--- src/rtl/wc_2_3_tile_feeder.sv ---
// Input stage for the WC_2_3 Winograd F(2,3) core: loads taps g0..g2, then slides a
// 4-sample, stride-2 window over each frame and hands tiles out on a valid/ready link.
module wc_2_3_tile_feeder #(
    parameter int DW        = 10,
    parameter int FRAME_LEN = 16
) (
    input  logic            clk,
    input  logic            rst,
    input  logic            in_valid,
    output logic            in_ready,
    input  logic            in_sof,
    input  logic [DW-1:0]   in_data,
    output logic [3*DW-1:0] g_out,
    output logic            g_valid,
    output logic            tile_valid,
    input  logic            tile_ready,
    output logic [4*DW-1:0] tile_data,
    output logic            tile_last,
    output logic            frame_err
);

    localparam int CW = $clog2(FRAME_LEN + 1);
    localparam logic [CW-1:0] LAST_CNT  = CW'(FRAME_LEN);
    localparam logic [CW-1:0] FIRST_CNT = CW'(4);

    typedef enum logic [1:0] {IDLE, LOAD_G, FILL, STREAM} state_t;

    state_t            state_reg, state_next;
    logic [DW-1:0]     g_reg   [3];
    logic [DW-1:0]     win_reg [4];
    logic              g_idx_reg;
    logic [CW-1:0]     cnt_reg;
    logic [CW-1:0]     cnt_inc;
    logic [4*DW-1:0]   tile_data_reg;
    logic              tile_valid_reg;
    logic              tile_last_reg;
    logic              g_valid_reg;
    logic              frame_err_reg;

    logic accept;
    logic tile_take;
    logic abort;
    logic all_in;

    assign accept    = in_valid && in_ready;
    assign tile_take = tile_valid_reg && tile_ready;
    assign abort     = accept && in_sof && (state_reg != IDLE);
    assign all_in    = (cnt_reg == LAST_CNT);
    assign cnt_inc   = cnt_reg + 1'b1;

    // State register
    always_ff @(posedge clk or negedge rst) begin
        if (!rst) begin
            state_reg <= IDLE;
        end else begin
            state_reg <= state_next;
        end
    end

    // Next-state logic
    always_comb begin
        state_next = state_reg;
        if (abort) begin
            state_next = LOAD_G;
        end else begin
            case (state_reg)
                IDLE:    if (accept && in_sof) state_next = LOAD_G;
                LOAD_G:  if (accept && g_idx_reg) state_next = FILL;
                FILL:    if (accept && (cnt_inc == FIRST_CNT)) state_next = STREAM;
                STREAM:  if (all_in && tile_take) state_next = IDLE;
                default: state_next = IDLE;
            endcase
        end
    end

    // Output logic: once the whole frame is in, hold input until the final tile leaves
    always_comb begin
        in_ready = 1'b1;
        case (state_reg)
            FILL:    in_ready = !(tile_valid_reg && !tile_ready);
            STREAM:  in_ready = all_in ? 1'b0 : !(tile_valid_reg && !tile_ready);
            default: in_ready = 1'b1;
        endcase
    end

    always_ff @(posedge clk or negedge rst) begin
        if (!rst) begin
            for (int i = 0; i < 3; i++) g_reg[i] <= '0;
            for (int i = 0; i < 4; i++) win_reg[i] <= '0;
            g_idx_reg      <= 1'b0;
            cnt_reg        <= '0;
            tile_data_reg  <= '0;
            tile_valid_reg <= 1'b0;
            tile_last_reg  <= 1'b0;
            g_valid_reg    <= 1'b0;
            frame_err_reg  <= 1'b0;
        end else begin
            frame_err_reg <= 1'b0;
            if (tile_take) begin
                tile_valid_reg <= 1'b0;
                tile_last_reg  <= 1'b0;
            end
            if (accept && in_sof) begin
                g_reg[0]    <= in_data;
                g_valid_reg <= 1'b0;
                g_idx_reg   <= 1'b0;
                cnt_reg     <= '0;
                if (state_reg != IDLE) begin
                    frame_err_reg  <= 1'b1;
                    tile_valid_reg <= 1'b0;
                    tile_last_reg  <= 1'b0;
                end
            end else if (accept) begin
                case (state_reg)
                    LOAD_G: begin
                        if (!g_idx_reg) begin
                            g_reg[1] <= in_data;
                        end else begin
                            g_reg[2]    <= in_data;
                            g_valid_reg <= 1'b1;
                        end
                        g_idx_reg <= ~g_idx_reg;
                    end
                    FILL, STREAM: begin
                        win_reg[0] <= win_reg[1];
                        win_reg[1] <= win_reg[2];
                        win_reg[2] <= win_reg[3];
                        win_reg[3] <= in_data;
                        cnt_reg    <= cnt_inc;
                        // A tile completes on every even sample count from 4 onward
                        if ((cnt_inc >= FIRST_CNT) && !cnt_inc[0]) begin
                            tile_data_reg  <= {in_data, win_reg[3], win_reg[2], win_reg[1]};
                            tile_valid_reg <= 1'b1;
                            tile_last_reg  <= (cnt_inc == LAST_CNT);
                        end
                    end
                    default: ;
                endcase
            end
        end
    end

    genvar gi;
    generate
        for (gi = 0; gi < 3; gi++) begin : g_pack
            assign g_out[gi*DW +: DW] = g_reg[gi];
        end
    endgenerate

    assign g_valid    = g_valid_reg;
    assign tile_valid = tile_valid_reg;
    assign tile_data  = tile_data_reg;
    assign tile_last  = tile_last_reg;
    assign frame_err  = frame_err_reg;

endmodule
--- config.mk ---
export PLATFORM = sky130hd
export DESIGN_NAME = wc_2_3_tile_feeder
export DESIGN_NICKNAME = d
export VERILOG_FILES = /design/src/rtl/wc_2_3_tile_feeder.sv
export SDC_FILE = /design/constraint.sdc
export NUM_CORES = 1
export LEC_CHECK = 0
export ABC_CLOCK_PERIOD_IN_PS = 4900
export CORE_ASPECT_RATIO = 1.75
export CORE_MARGIN = 3
export CORE_UTILIZATION = 40
export CTS_BUF_LIST = sky130_fd_sc_hd__clkbuf_2
export DETAILED_ROUTE_END_ITERATION = 10
export GPL_ROUTABILITY_DRIVEN = 0
export HOLD_SLACK_MARGIN = 0.08
export PLACE_DENSITY = 0.61
export SLEW_MARGIN = 20
export SYNTH_ARGS = -nofsm -noshare
export SYNTH_HDL_FRONTEND = slang
export SYNTH_SLANG_ARGS = --single-unit
--- constraint.sdc ---
create_clock -name clk -period 4.9 [get_ports clk]
set_input_delay 1.225 -clock clk [delete_from_list [all_inputs] [get_ports clk]]
set_output_delay 1.225 -clock clk [all_outputs]
set_load 0.02 [all_outputs]
# Yosys cells after proc, flatten, opt, wreduce, memory -nomap -nowiden
# Index checks and enable logic that the tools add are counted.
totals:
  out_inout_bits: 75
  ff_bits: 112
  elab_cells: 87
  input_bits: 15
classes:
  n_mux: 32
  n_lt_le_gt_ge: 1
  addsub: 1
  bitwise: 2
  n_reduce_logical: 27
  eq_ne: 10
ops:
  columns: ["cell", "count"]
  rows:
  - ["$mux W1", 22]
  - ["$reduce_and A4 Y1", 4]
  - ["$mux W5", 3]
  - ["$ne A3 B3 Y1 const B", 4]
  - ["$eq A5 B5 Y1 const B", 2]
  - ["$mux W2", 5]
  - ["$reduce_bool A2 Y1", 5]
  - ["$logic_and A1 B1 Y1", 9]
  - ["$pmux W2 S4", 1]
  - ["$reduce_and A3 Y1", 2]
  - ["$add A5 B1 Y5 const B", 1]
  - ["$eq A5 B3 Y1 const B", 1]
  - ["$ge A5 B3 Y1 const B", 1]
  - ["$eq A2 B2 Y1 const B", 2]
  - ["$reduce_and A2 Y1", 2]
  - ["$logic_not A1 Y1", 3]
  - ["$eq A2 B1 Y1 const B", 1]
  - ["$logic_not A2 Y1", 1]
  - ["$not A1 Y1", 2]
  - ["$pmux W1 S2", 1]
  - ["$reduce_or A2 Y1", 1]

# Depth between registers and ports, before layout
# Gate-level depths: netlist of run 1.
logic_depth:
  word_depth: 10
  ltp_mapped: 9

# Worst setup path before layout of run 1
# Ideal clock, no wire load.
synth_path:
  kind: "input port to output port"
  from: "in tile_ready"
  to: "out in_ready"
  slack_ns: 1.832
  required_ns: 3.675
  cell_stages: 3
  arrival_time_ns: 1.843
  path_cell_list: "nor2b_1 > o22a_4 > inv_2"
synth_between:
  elab_chain_cells: 5
synth_lines:
  columns: ["item", "line_no", "rtl"]
  rows:
  - ["from (decl)", "16", "input logic tile_ready,"]
  - ["$logic_not A1 Y1 (*)", "80, 81", null]
  - ["$logic_and A1 B1 Y1 (*)", "80, 81", null]
  - ["$logic_not A1 Y1 (*)", "80, 81", null]
  - ["$mux W1", "81", "STREAM: in_ready = all_in ? 1'b0 : !(tile_valid_reg && !tile_ready);"]
  - ["$pmux W1 S2 (*)", "79", "case (state_reg)"]
  - ["to (decl)", "10", "output logic in_ready,"]
# Mark *: on every way between the ends. The rest lies on a longest branch, timed or not.

# Final worst setup path of run 1
# Ends and elaborated chain as after synthesis.

==> run_results.csv, run 1 <==
group,metric,value,unit
outcome,outcome,"completed",
power_and_ir_drop,total_power,2.75,mW
logic_synthesis,avgSynthCellArea,14.7,um^2
flow_run,drv_cap,0,
logic_synthesis,synth_most_common_cell,"dfrtp_1",
final_layout,largest_register_ffs,40,
cts,cts_max_level,3,
sta,fin_skew,0.0375,ns
power_and_ir_drop,power_density,471,nW/um^2
logic_synthesis,syn-cell-area,4720,um^2
logic_synthesis,synth_seq_area_share,0.593,
logic_synthesis,synth-edff-count,0,
global_route,grt_util_met3,0.0446,
detailed_routing,post_drt_wl_per_cell,18.0,um
detailed_routing,routed_via_density,5.29,
final_layout,area_growth,23.4,%
cts,cts_buffer_depth,2,
cts,numCtsBuffers,9,
cts,clkLatencyLatePin,0.60,ns
global_route,grt_use_total,0.161,
detailed_routing,drc,0,
sta,period_share,0.851,
global_route,grt-busiest-layer,"met2",
global_route,grt_pass1_wl,16300,um
floorplanning,row_count,51,
cts,clock-sinks,112,
logic_synthesis,synth-xor-area-share,0.00185,
logic_synthesis,synth_top_area_frac,0.593,
logic_synthesis,yosys.area.top_type,"dfrtp_1",
worst_setup_path,crit_fanout,7,
logic_synthesis,synthTopCellsByArea,"dfrtp_1 (59%), mux2_2 (23%), ha_1 (1.9%), buf_2 (1.3%), mux2_1 (0.95%)",
sta,finalSetupViolCount,0,
floorplanning,ios,90,
cts,postCtsHoldBufs,0,
logic_synthesis,ys_seq_elements,112,
final_layout,fin_util,0.513,
floorplanning,chipHeight,150,um
floorplanning,die_area,13200,um^2
worst_setup_path,rr_startpoint,"cnt_reg[0]$_DFFE_PN0P_",
sta,tightest_slew,0.821,ns
logic_synthesis,synth_fa_ha_area_frac,0.0185,
power_and_ir_drop,peakVddDrop,0.292,mV
logic_synthesis,async_flop_share,1.00,
cts,cts_root_buf,"clkbuf_2",
worst_hold_path,min_from,"tile_data[11]$_DFFE_PN0P_",
global_route,antenna_found_initial,1,
logic_synthesis,synth_common_cells,"dfrtp_1 (112), mux2_2 (97), buf_2 (12), inv_1 (8), nor2_1 (8)",
detailed_routing,drt_iter0_drc,128,
sta,fmax,240,MHz
worst_setup_path,startpoint_type,"input pin",
global_route,grt_pass1_vias,3090,
global_route,grt_max_degree,55,
placed_design,port_buffers,89,
cts,postCtsResizedCells,0,
logic_synthesis,ys.flop_type,"dfrtp_1",
final_layout,finalNetCount,434,
logic_synthesis,synth_simple_gate_area_frac,0.0591,
detailed_routing,firstDrtPassIters,4,
final_layout,fill_cells,1027,
worst_setup_path,arrival,2.94,ns
cts,clk_pin_slew_worst_paths,0.27,ns
logic_synthesis,synthCells,322,
detailed_routing,ant_nets,0,
sta,final_hold_viol_count,0,
power_and_ir_drop,cellLeakagePower,2.64,nW
detailed_routing,dr_total_vias,2911,
logic_synthesis,yosysWarnings,0,
sta,slew_headroom,0.451,
floorplanning,initial_core_util,0.416,
worst_setup_path,crit_start,"tile_ready",
worst_setup_path,cp.required,3.67,ns
final_layout,final_cell_area,5830,um^2
sta,period_minus_slack,4.17,ns
logic_synthesis,muxShareOfSynthArea,0.241,
worst_hold_path,hold_class,"reg -> reg",
global_route,overflow,0,
floorplanning,core,11400,um^2
placed_design,dpl-instance-area,5730,um^2
global_route,met1_usage,0.197,
cts,cts_setup_buffers,0,
placed_design,hpwl,7080,um
worst_setup_path,criticalPathCategory,"in -> out",
worst_setup_path,end_kind,"output pin",
logic_synthesis,yosys.cell_types.count,49,
global_route,gr-usage-met2,0.270,
floorplanning,fp.dieW,88.2,um
logic_synthesis,synth_compound_area_frac,0.0628,
sta,rsz0062_at_grt,"false",
logic_synthesis,synth_top_family_by_area,"multiplexers",
sta,fin_setup_tns,0,ns
cts,cts_tree,"done",
logic_synthesis,mappedNetlistNets,344,
detailed_routing,drt-total-wl,9890,um
final_layout,drive_gt1_frac,0.305,
sta,slew_violations,0,
## power breakdown
part | internal [mW] | switching (mW) | leakage [nW]
logic | 0.529 | 0.479 | 1.13
registers | 1.18 | 0.173 | 1.44
clock network | 0.0724 | 0.312 | 0.0618
## layout make-up
cell class | count | area (um^2) | share of cell area
Multi-Input combinational cell | 187 | 1810 | 0.310
Inverter | 9 | 33.8 | 0.00579
Timing Repair Buffer | 93 | 918 | 0.158
Clock buffer | 9 | 45.0 | 0.00773
Antenna cell | 1 | 2.50 | 0.000429
Tap cell | 132 | 165 | 0.0283
Clock inverter | 7 | 53.8 | 0.00923
Sequential cell | 112 | 2800 | 0.481
## metrics by stage
| stage | hold slack, ns | instances | setup slack (ns) |
|---|---|---|---|
| 2_1_floorplan | 0.471 | 322 | 1.83 |
| 3_3_place_gp | 0.472 | 533 | 0.770 |
| 3_5_place_dp | 0.474 | 533 | 0.730 |
| 4_1_cts | 0.533 | 549 | 0.718 |
| 5_1_grt | 0.552 | 550 | 0.672 |
| 6_report | 0.529 | 550 | 0.730 |
## routing by layer
| metal | routed length [um] | up-vias |
|---|---|---|
| met5 | 0 | - |
| met4 | 149 | 0 |
| met3 | 481 | 14 |
| met2 | 5110 | 74 |
| met1 | 4150 | 1472 |
| li1 | - | 1351 |
## layout by cell type, fill, tap and decap left out, types with 3 or more instances in the layout
cell,instances
a21oi_1,7
a22o_1,4
a31oi_1,3
buf_4,5
clkbuf_2,9
clkdlybuf4s50_1,88
dfrtp_1,112
ha_1,7
inv_1,8
mux2_1,4
mux2_2,97
nand2_1,5
nand3_1,3
nor2_1,8
nor2b_1,6
o21ai_0,4
## worst max-delay path, stage by stage
cell and delay [ns]:
clkdlybuf4s50_1 0.47, nor2b_1 0.35, o22a_4 0.28, inv_2 0.07, clkdlybuf4s50_1 0.54
## kinds of logic after synthesis
| kind of cell | count (synthesis) |
|---|---|
| xor+xnor | 1 |
| mux | 101 |
| flops | 112 |
| compound gates | 37 |
| simple gates | 41 |
| fa+ha+maj | 7 |
| buf+inv | 23 |
## final timing paths
kind | end | slack, ns | cells after the start
max reg2reg | tile_data[1]$_DFFE_PN0P_ | 2.34 | 8
min | tile_data[11]$_DFFE_PN0P_ | 0.53 | 1
min in group asynchronous | tile_data[26]$_DFFE_PN0P_ | 0.60 | 1
max | in_ready | 0.73 | 5
min reg2reg | tile_data[11]$_DFFE_PN0P_ | 0.53 | 1
max in group asynchronous | g_out[5]$_DFFE_PN0N_ | 3.39 | 2
(Power assumes the default switching activity.)
==> run 2, diff against run 1 <==
Settings changed: CELL_PAD_IN_SITES_DETAIL_PLACEMENT set to 1, CELL_PAD_IN_SITES_GLOBAL_PLACEMENT set to 2, PLACE_DENSITY 0.61 to 0.84.
==> run 2 against run 1 <==
  * Die area unchanged
  * Utilization up 0.40 points
  * Register-to-register slack worse by 0.14 ns
  * Wire length up 7.9%
  * Fmax up 0.18%
  * Critical path depth unchanged
  * Non-clock buffer count up 2
  * Sequential share of layout area down 0.37 points
  * Sequential power about the same
  * Final area up 0.77%
  * Critical path type unchanged
==> run_results.csv, run 2 (same netlist as run 1, synthesis figures left out) <==
group,metric,value,unit
global_route,grt-busiest-layer,"met2",
cts,numCtsBuffers,9,
detailed_routing,drt_iter0_drc,108,
placed_design,placed_cells,535,
global_route,antenna_found_initial,1,
cts,cts_setup_buffers,0,
power_and_ir_drop,power_density,480,nW/um^2
worst_setup_path,cp.required,3.67,ns
floorplanning,chipHeight,150,um
global_route,grt_pass1_vias,3268,
final_layout,final_common_cell,"dfrtp_1",
floorplanning,initial_core_util,0.416,
detailed_routing,drt-total-wl,10700,um
worst_setup_path,rr_startpoint,"state_reg[0]$_DFFE_PN0P_",
global_route,gr-usage-met2,0.296,
worst_setup_path,arrival,2.94,ns
global_route,grt_pass1_wl,17400,um
worst_setup_path,startpoint_type,"input pin",
floorplanning,core,11400,um^2
floorplanning,row_count,51,
detailed_routing,ant_nets,0,
global_route,grt_util_met3,0.0567,
sta,slew_headroom,0.466,
outcome,outcome,"completed",
sta,rsz0062_at_grt,"false",
cts,postCtsResizedCells,0,
power_and_ir_drop,total_power,2.82,mW
detailed_routing,routed_via_density,5.41,
cts,cts_max_level,3,
sta,period_minus_slack,4.16,ns
final_layout,area_growth,24.4,%
sta,fmax,240,MHz
detailed_routing,dr_total_vias,2979,
worst_hold_path,min_from,"g_out[29]$_DFFE_PN0P_",
placed_design,port_buffers,89,
cts,cts_root_buf,"clkbuf_2",
worst_setup_path,r2r-end,"tile_data[35]$_DFFE_PN0P_",
final_layout,fin_util,0.517,
sta,period_share,0.849,
detailed_routing,firstDrtPassIters,4,
global_route,grt_max_degree,83,
cts,clkLatencyLatePin,0.56,ns
worst_setup_path,r2r_slack,2.20,ns
worst_hold_path,hold_class,"reg -> reg",
final_layout,mostFrequentLayoutCells,"dfrtp_1 (112), mux2_2 (97), clkdlybuf4s50_1 (88)",
floorplanning,die_area,13200,um^2
floorplanning,ios,90,
detailed_routing,drc,0,
worst_setup_path,crit_path_end,"in_ready",
sta,tightest_slew,0.799,ns
sta,fin_setup_tns,0,ns
sta,finalSetupViolCount,0,
cts,clock-sinks,112,
global_route,grt_use_total,0.173,
floorplanning,fp.dieW,88.2,um
sta,fin_skew,0.0216,ns
power_and_ir_drop,cellLeakagePower,2.66,nW
final_layout,finalNetCount,436,
sta,slew_violations,0,
global_route,met1_usage,0.207,
worst_setup_path,crit_start,"tile_ready",
worst_setup_path,crit_fanout,7,
placed_design,hpwl,7790,um
worst_setup_path,end_kind,"output pin",
sta,hold_ws,0.542,ns
cts,cts_tree,"done",
cts,clk_pin_slew_worst_paths,0.31,ns
cts,postCtsHoldBufs,0,
detailed_routing,post_drt_wl_per_cell,19.4,um
worst_setup_path,criticalPathCategory,"in -> out",
worst_setup_path,r2r.worst_path.cells,7,
final_layout,drive_gt1_frac,0.309,
power_and_ir_drop,peakVddDrop,0.328,mV
final_layout,fill_cells,1161,
flow_run,drv_cap,0,
final_layout,finalNonFillerCells,551,
global_route,overflow,0,
cts,cts_buffer_depth,2,
final_layout,largest_register_ffs,40,
sta,final_hold_viol_count,0,
==> run 2: cell count changes in the layout (fill, tap and decap cells not counted), sizes merged <==
cell,delta
bufinv,+1
buf,+2
clkinv,-2
==> run 2: worst max-delay path: stages <==
cell and delay (ns):
clkdlybuf4s50_1 0.47, nor2b_1 0.34, o22a_4 0.28, inv_2 0.08, clkdlybuf4s50_1 0.54
==> run 2: worst min path at each step <==
stage	endpoint	slack, ns	cells after the start
CTS	g_out[29]$_DFFE_PN0P_	0.55	1
detailed placement	g_out[29]$_DFFE_PN0P_	0.49	1
finish	g_out[29]$_DFFE_PN0P_	0.54	1
global route	tile_data[9]$_DFFE_PN0P_	0.54	1
floorplan	tile_data[19]$_DFFE_PN0P_	0.47	1
global placement	g_out[29]$_DFFE_PN0P_	0.47	1
==> run 2: routing by layer <==
metal	vias to the layer above	wire length [um]
li1	1357	-
met1	1552	4270
met2	63	5780
met3	7	484
met4	0	143
met5	-	0
==> run 2: final cells by class <==
type                            count  area, um^2  area share
Sequential cell                   112        2800       0.477
Multi-Input combinational cell    187        1810       0.308
Timing Repair Buffer               95         937       0.159
Tap cell                          132         165      0.0281
Clock inverter                      6        80.1      0.0136
Clock buffer                        9        45.0     0.00767
Inverter                            9        33.8     0.00575
Antenna cell                        1        2.50    0.000426
==> run 2: through the flow <==
step	cell area (um^2)	worst slack (ns)
6_report	5880	0.738
5_1_grt	5880	0.637
4_1_cts	5870	0.726
3_5_place_dp	5740	0.740
3_3_place_gp	5740	0.755
2_1_floorplan	4720	1.83
==> run 2: report_power, final <==
group          internal [mW]  total, mW  leakage [nW]  switching [mW]
Combinational          0.530       1.02          1.14           0.486
Clock                  0.125      0.436        0.0717           0.311
Sequential              1.18       1.37          1.44           0.184
